==> src/rtl/sccb_arbiter_pkg.sv <==
// Shared constants, FSM state type and grant helper for the SCCB arbiter.
package sccb_arbiter_pkg;

  localparam int SCCB_ID_W   = 7;
  localparam int SCCB_ADDR_W = 8;
  localparam int SCCB_DATA_W = 8;

  // OV7670 write slave ID.
  localparam logic [SCCB_ID_W-1:0] OV7670_WR_ID = 7'h21;

  typedef enum logic [1:0] {
    ST_IDLE      = 2'd0,
    ST_LAUNCH    = 2'd1,
    ST_WAIT_LOW  = 2'd2,
    ST_WAIT_HIGH = 2'd3
  } state_t;

  // Round-robin pick: on a tie the requester that did not win last time goes next.
  function automatic logic pick_winner(input logic r0, input logic r1, input logic last);
    return (r0 && r1) ? ~last : r1;
  endfunction

endpackage

==> src/rtl/sccb_arbiter_if.sv <==
// Arbiter <-> sccb_master write-launch bus.
interface sccb_arbiter_if
  import sccb_arbiter_pkg::*;
  ();

  logic                   sccb_ready;
  logic                   start_tx;
  logic [SCCB_ID_W-1:0]   id;
  logic [SCCB_ADDR_W-1:0] addr;
  logic [SCCB_DATA_W-1:0] data_wr;

  // Arbiter side: launches writes, observes master idle flag.
  modport master (
    input  sccb_ready,
    output start_tx,
    output id,
    output addr,
    output data_wr
  );

  // sccb_master side.
  modport slave (
    output sccb_ready,
    input  start_tx,
    input  id,
    input  addr,
    input  data_wr
  );

endinterface

==> src/rtl/sccb_timeout_cnt.sv <==
// Watchdog counter: cleared on each launch, counts while enabled, flags C_TIMEOUT-1.
module sccb_timeout_cnt #(
  parameter int C_TIMEOUT = 2_000_000
) (
  input  logic clk,
  input  logic rst,
  input  logic clr,
  input  logic en,
  output logic expired
);

  localparam int CNT_W = (C_TIMEOUT > 1) ? $clog2(C_TIMEOUT) : 1;
  localparam logic [CNT_W-1:0] LAST = CNT_W'(C_TIMEOUT - 1);

  logic [CNT_W-1:0] cnt_q;

  assign expired = (cnt_q == LAST);

  // Count in-flight cycles; hold at the terminal value rather than wrap.
  always_ff @(posedge clk) begin
    if (rst || clr) begin
      cnt_q <= '0;
    end else if (en && !expired) begin
      cnt_q <= cnt_q + CNT_W'(1);
    end
  end

endmodule

==> src/rtl/sccb_arbiter.sv <==
// Round-robin arbiter sharing one sccb_master between two register writers,
// with one write per grant and a watchdog on each transaction.
module sccb_arbiter
  import sccb_arbiter_pkg::*;
#(
  parameter int C_TIMEOUT = 2_000_000
) (
  input  logic                   clk,
  input  logic                   rst,
  input  logic                   req0,
  input  logic [SCCB_ID_W-1:0]   req0_id,
  input  logic [SCCB_ADDR_W-1:0] req0_addr,
  input  logic [SCCB_DATA_W-1:0] req0_data,
  output logic                   ack0,
  output logic                   done0,
  input  logic                   req1,
  input  logic [SCCB_ID_W-1:0]   req1_id,
  input  logic [SCCB_ADDR_W-1:0] req1_addr,
  input  logic [SCCB_DATA_W-1:0] req1_data,
  output logic                   ack1,
  output logic                   done1,
  sccb_arbiter_if.master         sccb,
  output logic                   busy,
  output logic                   timeout_err
);

  state_t                 state_q, state_d;
  logic                   last_grant_q;
  logic                   cur_q;
  logic                   winner;
  logic                   go;
  logic                   finish;
  logic                   wd_fire;
  logic                   expired;
  logic [SCCB_ID_W-1:0]   id_q;
  logic [SCCB_ADDR_W-1:0] addr_q;
  logic [SCCB_DATA_W-1:0] data_q;

  assign go     = (state_q == ST_IDLE) && (req0 || req1) && sccb.sccb_ready;
  assign winner = pick_winner(req0, req1, last_grant_q);

  assign busy         = (state_q != ST_IDLE);
  assign sccb.id      = id_q;
  assign sccb.addr    = addr_q;
  assign sccb.data_wr = data_q;

  sccb_timeout_cnt #(
    .C_TIMEOUT (C_TIMEOUT)
  ) u_wdog (
    .clk     (clk),
    .rst     (rst),
    .clr     (go),
    .en      ((state_q == ST_WAIT_LOW) || (state_q == ST_WAIT_HIGH)),
    .expired (expired)
  );

  // Next-state and launch strobes; completion beats the watchdog in WAIT_HIGH.
  always_comb begin
    state_d       = state_q;
    finish        = 1'b0;
    wd_fire       = 1'b0;
    sccb.start_tx = 1'b0;
    ack0          = 1'b0;
    ack1          = 1'b0;
    unique case (state_q)
      ST_IDLE: begin
        if (go) state_d = ST_LAUNCH;
      end
      ST_LAUNCH: begin
        sccb.start_tx = 1'b1;
        ack0          = ~cur_q;
        ack1          = cur_q;
        state_d       = ST_WAIT_LOW;
      end
      ST_WAIT_LOW: begin
        if (expired) begin
          wd_fire = 1'b1;
          finish  = 1'b1;
          state_d = ST_IDLE;
        end else if (!sccb.sccb_ready) begin
          state_d = ST_WAIT_HIGH;
        end
      end
      ST_WAIT_HIGH: begin
        if (sccb.sccb_ready) begin
          finish  = 1'b1;
          state_d = ST_IDLE;
        end else if (expired) begin
          wd_fire = 1'b1;
          finish  = 1'b1;
          state_d = ST_IDLE;
        end
      end
      default: state_d = ST_IDLE;
    endcase
  end

  // State, grant history, latched write fields and registered done/error flags.
  always_ff @(posedge clk) begin
    if (rst) begin
      state_q      <= ST_IDLE;
      last_grant_q <= 1'b1;
      cur_q        <= 1'b0;
      id_q         <= '0;
      addr_q       <= '0;
      data_q       <= '0;
      done0        <= 1'b0;
      done1        <= 1'b0;
      timeout_err  <= 1'b0;
    end else begin
      state_q <= state_d;
      if (go) begin
        cur_q  <= winner;
        id_q   <= winner ? req1_id   : req0_id;
        addr_q <= winner ? req1_addr : req0_addr;
        data_q <= winner ? req1_data : req0_data;
      end
      if (state_q == ST_LAUNCH) last_grant_q <= cur_q;
      done0 <= finish && !cur_q;
      done1 <= finish && cur_q;
      if (wd_fire) timeout_err <= 1'b1;
    end
  end

endmodule
==> src/flat_wrapper.sv <==
// flat-port wrapper written by rule: the top's interface ports become plain ports
module sccb_arbiter_flat import sccb_arbiter_pkg::*;
#(
  parameter int C_TIMEOUT = 2_000_000
)
  (clk, rst, req0, req0_id, req0_addr, req0_data, ack0, done0, req1, req1_id, req1_addr, req1_data, ack1, done1, busy, timeout_err, sccb_sccb_ready, sccb_start_tx, sccb_id, sccb_addr, sccb_data_wr);
  sccb_arbiter_if sccb_i ();
  input  logic clk;
  input  logic rst;
  input  logic req0;
  input  logic [SCCB_ID_W-1:0] req0_id;
  input  logic [SCCB_ADDR_W-1:0] req0_addr;
  input  logic [SCCB_DATA_W-1:0] req0_data;
  output logic ack0;
  output logic done0;
  input  logic req1;
  input  logic [SCCB_ID_W-1:0] req1_id;
  input  logic [SCCB_ADDR_W-1:0] req1_addr;
  input  logic [SCCB_DATA_W-1:0] req1_data;
  output logic ack1;
  output logic done1;
  output logic busy;
  output logic timeout_err;
  input wire logic [$bits(sccb_i.sccb_ready)-1:0] sccb_sccb_ready;
  output wire logic [$bits(sccb_i.start_tx)-1:0] sccb_start_tx;
  output wire logic [$bits(sccb_i.id)-1:0] sccb_id;
  output wire logic [$bits(sccb_i.addr)-1:0] sccb_addr;
  output wire logic [$bits(sccb_i.data_wr)-1:0] sccb_data_wr;
  assign sccb_i.sccb_ready = sccb_sccb_ready;
  assign sccb_start_tx = sccb_i.start_tx;
  assign sccb_id = sccb_i.id;
  assign sccb_addr = sccb_i.addr;
  assign sccb_data_wr = sccb_i.data_wr;
  sccb_arbiter #(.C_TIMEOUT(C_TIMEOUT)) u_core (.clk(clk), .rst(rst), .req0(req0), .req0_id(req0_id), .req0_addr(req0_addr), .req0_data(req0_data), .ack0(ack0), .done0(done0), .req1(req1), .req1_id(req1_id), .req1_addr(req1_addr), .req1_data(req1_data), .ack1(ack1), .done1(done1), .sccb(sccb_i), .busy(busy), .timeout_err(timeout_err));
endmodule
==> config.mk <==
export PLATFORM = sky130hd
export DESIGN_NAME = sccb_arbiter_flat
export DESIGN_NICKNAME = d
export VERILOG_FILES = /design/src/rtl/sccb_arbiter_pkg.sv /design/src/rtl/sccb_arbiter_if.sv /design/src/rtl/sccb_timeout_cnt.sv /design/src/rtl/sccb_arbiter.sv /design/src/flat_wrapper.sv
export SDC_FILE = /design/constraint.sdc
export NUM_CORES = 1
export LEC_CHECK = 0
export BUFFER_PORTS_ARGS = -buffer_cell sky130_fd_sc_hd__buf_2
export CAP_MARGIN = 10
export CORE_UTILIZATION = 50
export DETAILED_ROUTE_END_ITERATION = 10
export PLACE_DENSITY = 0.8
export SETUP_SLACK_MARGIN = 0.1
export SLEW_MARGIN = 15
export SYNTH_ARGS = -nofsm -noshare
export SYNTH_HDL_FRONTEND = slang
export SYNTH_SLANG_ARGS = --single-unit
==> constraint.sdc <==
create_clock -name clk -period 3.9 [get_ports clk]
set_input_delay 1.17 -clock clk [delete_from_list [all_inputs] [get_ports clk]]
set_output_delay 1.17 -clock clk [all_outputs]
set_load 0.05 [all_outputs]
==> run summary, run 1 <==
The flow ran to the end, and the final reports show no timing, DRC or antenna violations. The die covers 0.00495 sq mm. The antenna diode instance count came out at 0. Startpoint of the worst-slack reg-to-reg timing path: u_core.state_q[1].

The setup slack on the worst flop-to-flop path is 2.00 ns. The routed design has 5.04 mm of wire. Initial antenna violation count: 0. Global routing used 21.4% of the available tracks across all layers. The worst setup path is launched from a register. In this run the most critical hold path is launched from u_core.timeout_err.

The clock period minus final worst setup slack was 2.57 ns. Counting both buffers and inverters, the worst setup path holds a total of 2. Number of global-route vias before repair: 1960. The initialized floorplan defines 24 standard-cell rows. Of the synthesized area, sequential elements account for 43.7%. The worst vdd rail ir drop came out at 0.271 mV.

The number of port buffers is 80. The buffer count from post-CTS setup fixing is 0. On the critical path the largest part of the delay comes from flip-flops. After synthesis, the share of flip-flops with an asynchronous set or reset is 0%. The count of antenna-violating nets left after detailed routing came out at 0. Clock tree synthesis inserted a total of 5 buffers. The post-route netlist has 30.9% of its cells at a drive strength greater than 1. Routability-driven placement finished with a final weighted congestion of 0.771. Path category of the worst min-delay check: reg2reg. Setup repair after global routing left no endpoint under its margin.

Entering global routing, the biggest net connects 49 pins. TritonCTS built the clock tree. Ranked by total cell area, the synthesized netlist is headed by sky130_fd_sc_hd__dfxtp_1, sky130_fd_sc_hd__mux2i_1, sky130_fd_sc_hd__a211oi_1. Summed over all instances, the cell type with the most area after synthesis is sky130_fd_sc_hd__dfxtp_1. The tools report the number of maximum-capacitance constraint violations as 0. Leaving out fill and tap cells, the most frequent cell in the layout is sky130_fd_sc_hd__buf_2. For this design, the CTS-stage hold fixing added 0 buffers.

Yosys printed 0 warnings. For the global-route wire length before repair, the log shows 8.54 mm. The setup TNS is 0 ns, and the number of cell instances on the worst register-to-register path is 5.

The tools report the effective utilization at floorplan as 52.9%. The filler cells instantiated in the layout total 344. In the final routed layout, each cell accounts on average for 13.1 microns.

The run gives 2079 as the overall via count from detail_route. The power density over cell area was 400 mW/mm^2. Setup violations remaining at the end of the flow were counted as 0. For the max-slew violation total from the final report, the log shows 0.

Cell count of the worst hold path: 2. After synthesis the cells add up to 0.00233 sq mm. For the cell count after synthesis, the log shows 257.

The count of cell types in the netlist is 44, and the actual transition at the worst max-transition pin is 0.953 ns. Leaving out fill and tap cells, the most frequent cells in the layout are sky130_fd_sc_hd__buf_2, sky130_fd_sc_hd__dfxtp_1, sky130_fd_sc_hd__nor2_1, sky130_fd_sc_hd__mux2i_1, sky130_fd_sc_hd__a211oi_1. The worst-path maximum fanout came out at 7. The worst register-to-register path ends at u_core.u_wdog.cnt_q[14].

Category of the worst setup path capture point: a primary output. In this run the static leakage power is 0.00117 uW. The logs give 51 for the number of clock sinks seen by CTS and 65.0% for the core occupancy in the finished layout. Clock-pin slew of the registers on the worst-case setup and hold paths: 0.09 ns. Dividing the final minimum period by the clock period gives 65.8%. Detailed placement HPWL: 3.65 mm. After the first detailed-routing iteration, the DRC count stood at 81. The post-synthesis area per instance was 9.08 sq um; the fmax was 0.390 GHz. In this run the count of I/O pins placed on the die edge is 81. Standard cell with the maximum stage delay on the critical path: sky130_fd_sc_hd__dfxtp_1. For the final database, setup skew stands at 0.00570 ns. For the worst-skew pair, the clock arrives at the later sink with an insertion delay of 0.30 ns. The worst setup path is of the reg2out kind.

The chip height is 70.3 microns. After detailed routing, the number of remaining DRC violations is 0. The number of synthesized flops with an enable pin is 0, and the data arrival time of the worst path is 1.40 ns. The area growth from synthesis to final layout was 22.9%. The buffer cell driving the clock tree root was sky130_fd_sc_hd__clkbuf_8.

For the worst setup path, the data required time is 2.73 ns. Area of the multi-input gates: 0.00126 sq mm. The net count reported at finish is 384.

The final-report hold violation count is 0. In this run, post-CTS repair resized a total of 0 instances. The largest single stage delay on the critical path is 0.37 ns. Number of storage elements in the synthesis netlist: 51. Worst slew margin relative to its limit: 36.3%. The finished cells cover 0.00287 sq mm. The floorplan step defined a core boundary enclosing 0.00441 sq mm. The placed instances occupy a cell area of 0.00277 sq mm.

Dividing the detail-routed via count by the number of cells gives 5.40. Counting along the longest clock path gives a buffer depth of 2. The register area came out at 0.00102 sq mm.

The deepest level of the CTS H-tree was 2; the number of nets produced by synthesis was 309. The prevailing post-synth register cell is sky130_fd_sc_hd__dfxtp_1. The signal on the critical path passes through nand2b_1 > inv_1 > and2_1 > buf_2.

The total overflow left after global routing is 0. In this run the biggest area consumer among cell types represents 43.7% of the synthesized area. The die is 70.3 microns wide. The run gives 4 as the total iterations of the first detailed-routing run.

In this run the worst setup path begins at u_core.state_q[1]. For hold timing, the worst endpoint is u_core.timeout_err.
synthesized netlist by cell type, types with 6 or more instances:
cell type                  instances
sky130_fd_sc_hd__or3_1             9
sky130_fd_sc_hd__o21ai_1           6
sky130_fd_sc_hd__o21ai_0           6
sky130_fd_sc_hd__a211oi_1         23
sky130_fd_sc_hd__nand3_1           7
sky130_fd_sc_hd__a21oi_1          11
sky130_fd_sc_hd__mux2i_1          24
sky130_fd_sc_hd__buf_2            10
sky130_fd_sc_hd__dfxtp_1          51
sky130_fd_sc_hd__nand2_1          14
sky130_fd_sc_hd__nor2_1           39
power breakdown:
group / total (uW) / internal (uW) / switching [uW]
registers: 565 / 549 / 16.1
clock network: 333 / 162 / 172
logic: 250 / 76.8 / 174
total: 1150 / 787 / 361
worst register-to-register path: stages (launching register included):
cell and delay, ns:
sky130_fd_sc_hd__dfxtp_1 0.44, sky130_fd_sc_hd__or2_2 0.21, sky130_fd_sc_hd__nor2_4 0.05, sky130_fd_sc_hd__or2_1 0.47, sky130_fd_sc_hd__or4_1 0.59, sky130_fd_sc_hd__nand2_1 0.09
flip-flops by register name, indices dropped and copies added, names as in the netlist:
name                 flops
u_core.sccb.addr         8
u_core.done0             1
u_core.sccb.data_wr      8
u_core.last_grant_q      1
u_core.done1             1
u_core.cur_q             1
u_core.sccb.id           7
u_core.state_q           2
u_core.timeout_err       1
u_core.u_wdog.cnt_q     21
cells by family after synthesis:
| family | Yosys count | synth area share [%] |
|---|---|---|
| compound gates | 59 | 17.0 |
| simple gates | 101 | 23.3 |
| xor+xnor | 6 | 2.25 |
| flops | 51 | 43.7 |
| buf+inv | 15 | 2.95 |
| mux | 24 | 10.3 |
| fa+ha+maj | 1 | 0.536 |
worst max-delay path by stage:
stage	endpoint	slack, ns	cells past startpoint
after floorplan	ack1	1.38	3
after global placement	u_core.u_wdog.cnt_q[14]	1.11	6
after detailed placement	u_core.u_wdog.cnt_q[14]	1.09	6
after CTS	ack1	1.33	4
after global routing	u_core.u_wdog.cnt_q[14]	1.28	6
final	ack1	1.33	4
layer usage:
layer,vias up,global-route usage [%],part of all wire (%)
li1,1084,-,-
met1,939,26.9,46
met2,54,34.6,48
met3,2,5.92,4.9
met4,0,8.00,0.50
met5,-,0,0
through the flow:
stage,total power [uW],setup WS (ns),hold slack [ns],instances
after floorplan,760,1.38,0.431,257
after CTS,1160,1.33,0.490,385
after global placement,824,1.11,0.463,377
after detailed placement,829,1.09,0.468,377
after global routing,1200,1.28,0.527,385
final,1150,1.33,0.479,385
area by class of cell:
| type | count | area share [%] |
|---|---|---|
| Sequential cell | 51 | 35.6 |
| Clock buffer | 7 | 3.36 |
| Multi-Input combinational cell | 191 | 44.0 |
| Inverter | 2 | 0.262 |
| Clock inverter | 1 | 0.262 |
| Timing Repair Buffer | 81 | 14.2 |
| Tap cell | 52 | 2.27 |
(Power assumes the default switching activity.)
==> run 2, diff against run 1 <==
--- a/config.mk
+++ b/config.mk
@@ -5,11 +5,12 @@
 export SDC_FILE = /design/constraint.sdc
 export NUM_CORES = 1
 export LEC_CHECK = 0
+export ABC_AREA = 1
 export BUFFER_PORTS_ARGS = -buffer_cell sky130_fd_sc_hd__buf_2
 export CAP_MARGIN = 10
-export CORE_UTILIZATION = 50
+export CORE_UTILIZATION = 47
 export DETAILED_ROUTE_END_ITERATION = 10
-export PLACE_DENSITY = 0.8
+export PLACE_DENSITY = 0.76
 export SETUP_SLACK_MARGIN = 0.1
 export SLEW_MARGIN = 15
 export SYNTH_ARGS = -nofsm -noshare
==> constraint.sdc (replaced) <==
create_clock -name clk -period 2.28 [get_ports clk]
set_input_delay 0.684 -clock clk [delete_from_list [all_inputs] [get_ports clk]]
set_output_delay 0.684 -clock clk [all_outputs]
set_load 0.05 [all_outputs]
==> run 2 against run 1 <==
First-iteration DRC count up 26%; sequential cell count unchanged; routed wire length is 28% higher; power is 140% higher; setup slack got worse by 1.1 ns; die area rose by 27%; critical path depth stayed put; global-route usage up 0.52 points; sequential power up 88%; sequential share of layout area down 5.3 points; worst hold slack worse by 0.027 ns; combinational power rose to 3.9 times the previous value.
==> run summary, run 2 <==
The logs give 455 (+47%) for the number of nets produced by synthesis and 1100 uW (+200%) for the net load switching power. Switching part of the total: 40.8% (+9.3 points). The count of filler cells inserted in the layout was 518 (+51%). The setup path with the least slack is of type reg2out.

The worst hold path belongs to the class reg2reg. The tools report the leakage power of the design as 0.00146 uW (+25%). The number of buffers inserted during clock tree synthesis is 5 (unchanged).

The capturing instance or port of the critical path was ack0. Setup repair after global routing left no endpoint under its margin. The max-slew violation total from the final report was 0 (unchanged). For this run, the leading register cell type out of synthesis is sky130_fd_sc_hd__dfxtp_1. The count of antenna-violating nets left after detailed routing was 0 (unchanged). Pin count of the biggest net entering global routing: 25 (-49%). The tools report the global-route usage over all layers as 21.9% (+0.52 points). The cell type with the highest aggregate area in the netlist is sky130_fd_sc_hd__dfxtp_1. The warning count from the yosys run is 0 (unchanged). DRC violations left: 0 (unchanged). The post-synthesis area per instance was 6.97 sq um (-23%); the fraction of post-synthesis cell area in the top cell type by area was 36.3% (-7.4 points). The delay of the slowest cell on the worst path is 0.43 ns (+0.06 ns). The cell count after synthesis was 403 (+57%); the post-synthesis sequential area ratio was 36.3% (-7.4 points).

Ranked by instance count, the synthesized netlist is headed by sky130_fd_sc_hd__nand2_1, sky130_fd_sc_hd__dfxtp_1, sky130_fd_sc_hd__inv_1, sky130_fd_sc_hd__nor2_1, sky130_fd_sc_hd__o21ai_0. The startpoint of the most critical hold path was u_core.timeout_err. For the standard-cell row count, the log shows 27 (+13%). The number of port buffers came out at 80 (unchanged). The setup slack on the worst flop-to-flop path was 0.33 ns (-1.67 ns). Counting stages on the worst path, the most repeated cell is sky130_fd_sc_hd__nor2_2.

Number of cell instances on the worst register-to-register path: 8 (+3). The data arrival time of the worst path is 1.37 ns (-0.03 ns). The category of the worst setup path capture point is a primary output.

The clock-pin slew of the registers on the worst-case setup and hold paths was 0.09 ns (about the same). Worst-path maximum fanout: 8 (+1). Chip height: 79.3 microns (+13%). TritonCTS built the clock tree. The deepest level of the CTS H-tree is 2 (unchanged), and the routed wire length per instance is 11.6 microns (-11%). The tools report the overall overflow remaining after global route as 0 (unchanged). The tools report the routability congestion estimate from global placement as 0.916 (+19%). The logs give 51 (unchanged) for the number of clock sinks seen by CTS and 24.5% (-4.5 points) for the share of total power in the clock network.

The run gives 0 (unchanged) as the final-report hold violation count. The run finished with clean final reports. The tools report the maximum clock insertion buffer count as 2 (unchanged). The count of final setup violators was 0 (unchanged); the worst clock skew was 0.00817 ns (+0.00248 ns). Standard cell with the maximum stage delay on the critical path: sky130_fd_sc_hd__dfxtp_1. The net count reported at finish is 533 (+39%), and the total internal power is 1600 uW (+100%). The register share of total power is 39.3% (-9.9 points), and the number of top-level pins is 81 (unchanged). Fraction of synthesis flops using an asynchronous set or reset pin: 0% (unchanged). The logs give 0.00564 sq mm (+28%) for the floorplan core area and 102 (+26%) for the DRC marker count from the first detailed-route iteration. The fmax was 0.487 GHz; the flip-flop count of the largest register after layout was 21 (unchanged).

The buffer cell driving the clock tree root was sky130_fd_sc_hd__clkbuf_8. The run gives 6.45 mm (+28%) as the total wirelength of the detailed-routed design. The number of storage elements in the synthesis netlist is 51 (unchanged). For the total iterations of the first detailed-routing run, the log shows 4 (unchanged).

The run gives 36.2% (+14 points) as the combinational power share. The library cell used most frequently in the layout, excluding fill and tap cells, is sky130_fd_sc_hd__nand2_1. The number of placed instances, taps included was 546 (+45%); the hold buffer count at cts was 0 (unchanged). The setup TNS was 0 ns (unchanged); the die extent in x was 79.3 microns (+13%). The run gives 2702 (+30%) as the overall via count from detail_route. The number of resized instances in the post-cts repair step came out at 0 (unchanged).

The most common cell in the synthesized netlist was sky130_fd_sc_hd__nand2_1. The actual transition at the worst max-transition pin works out to 0.365 ns (-0.588 ns). The element type at the critical path start was a register. In the layout the commonest cells are sky130_fd_sc_hd__nand2_1, sky130_fd_sc_hd__buf_2, sky130_fd_sc_hd__dfxtp_1, sky130_fd_sc_hd__inv_1, sky130_fd_sc_hd__nor2_1. Register ranked first by flip-flop count: u_core.u_wdog.cnt_q. The buffer count from post-CTS setup fixing was 0 (unchanged); the area growth from synthesis to final layout was 20.1%.

The tools report the capture instance of the worst register-to-register path as u_core.u_wdog.cnt_q[15]. The detailed placement HPWL was 4.82 mm (+32%). In the post-synthesis netlist, the biggest area contributors are sky130_fd_sc_hd__dfxtp_1, sky130_fd_sc_hd__nand2_1, sky130_fd_sc_hd__mux2_2. The area of the mapped netlist was 0.00281 sq mm (+20%). The run gives 49.8% (-3.1 points) as the effective utilization at floorplan. The power density over cell area was 800 mW/mm^2 (+100%); the required time at the endpoint of the critical path was 1.60 ns (-1.13 ns). The worst path needs 2.05 ns of the cycle, external delays included.

Number of maximum-capacitance constraint violations: 0 (unchanged). The worst vdd rail ir drop came out at 0.552 mV (+100%). The clock insertion delay at the later pin of the skew report is 0.31 ns (about the same). The area of the die was 0.00629 sq mm (+27%). The global-route wire length before repair was 11.0 mm (+28%). The most critical setup path has its startpoint at u_core.state_q[1].

After layout, the worst path uses 90.1% of the clock period. The average via count per standard cell works out to 4.88 (-9.7%). The initial antenna violation count was 0 (unchanged).

The logs give 27 (-39%) for the count of cell types in the netlist and 75.6% (+39 points) for the worst slew margin relative to its limit. The signal on the critical path passes through nor2_2 > inv_1 > nor2_2 > buf_2. The proportion of layout cells with a drive suffix above 1 was 29.3% (-1.7 points); the number of global-route vias before repair was 2529 (+29%). The number of synthesized flops with an enable pin was 0 (unchanged). In this run the critical register-to-register path is launched from u_core.u_wdog.cnt_q[0].

The run gives 554 (+44%) as the count of non-filler cells in the finished layout. For the antenna diode instance count, the log shows 0 (unchanged).
-- run 2: cell types whose count changed after synthesis, sizes merged, moves of 10 or more --
cell / previous run / this run
o21ai: 15 / 25
mux2i: 24 / 0
inv: 2 / 50
a21oi: 11 / 22
a211oi: 23 / 0
mux2: 0 / 23
nand3: 9 / 22
nand2: 14 / 127
-- run 2: area by class of cell --
| cell class | count | area (sq um) | share of cell area (%) |
|---|---|---|---|
| inverters | 50 | 188 | 5.56 |
| flip-flops and latches | 51 | 1020 | 30.3 |
| repair buffers | 84 | 430 | 12.8 |
| multi-input cells | 289 | 1530 | 45.3 |
| well taps | 72 | 90.1 | 2.67 |
| clock inverters | 2 | 35.0 | 1.04 |
| clock buffers | 6 | 82.6 | 2.45 |
-- run 2: critical path: cells and delay by family (launching register included) --
kind	cells	cell delay [ns]
buffers and inverters	2	0.37
DFF	1	0.43
and+or+nand+nor	2	0.26
-- run 2: power by group through the flow --
stage | clock (uW) | sequential, uW | combinational (uW)
floorplan | 0 | 1280 | 580
global placement | 0 | 1070 | 970
detailed placement | 0 | 1080 | 982
CTS | 675 | 1060 | 984
global route | 704 | 1070 | 1070
finish | 661 | 1060 | 978
-- run 2: routing by layer --
layer,vias to the layer above,track usage [%],share of wire [%]
met5,-,0,0
met4,0,6.36,1.2
met3,7,5.98,5.1
met2,70,37.2,47
met1,1213,26.8,46
li1,1412,-,-
-- run 2: worst min-delay path by stage --
stage,slack (ns),depth (start not counted),end
global route,0.49,2,u_core.sccb.addr[3]
CTS,0.46,2,u_core.timeout_err
detailed placement,0.44,2,u_core.sccb.data_wr[6]
floorplan,0.42,1,u_core.done0
finish,0.45,2,u_core.timeout_err
global placement,0.43,2,u_core.sccb.id[0]
-- run 2: cells by family after synthesis --
family	synth area share, %
compound gates	9.80
xor+xnor	3.74
fa+ha+maj	0.445
buf+inv	9.53
flops	36.3
mux	9.22
simple gates	30.9
-- run 2: per-stage QoR --
stage / setup WS [ns] / hold WS (ns) / power, uW / utilization, % / area, sq um
after floorplan: 0.0353 / 0.424 / 1860 / - / 2820
after global placement: 0.412 / 0.434 / 2040 / 57.7 / 3260
after detailed placement: 0.345 / 0.441 / 2060 / 57.7 / 3260
after CTS: 0.224 / 0.458 / 2720 / 59.8 / 3370
after global routing: 0.124 / 0.486 / 2850 / 59.8 / 3370
final: 0.226 / 0.451 / 2700 / 59.8 / 3370
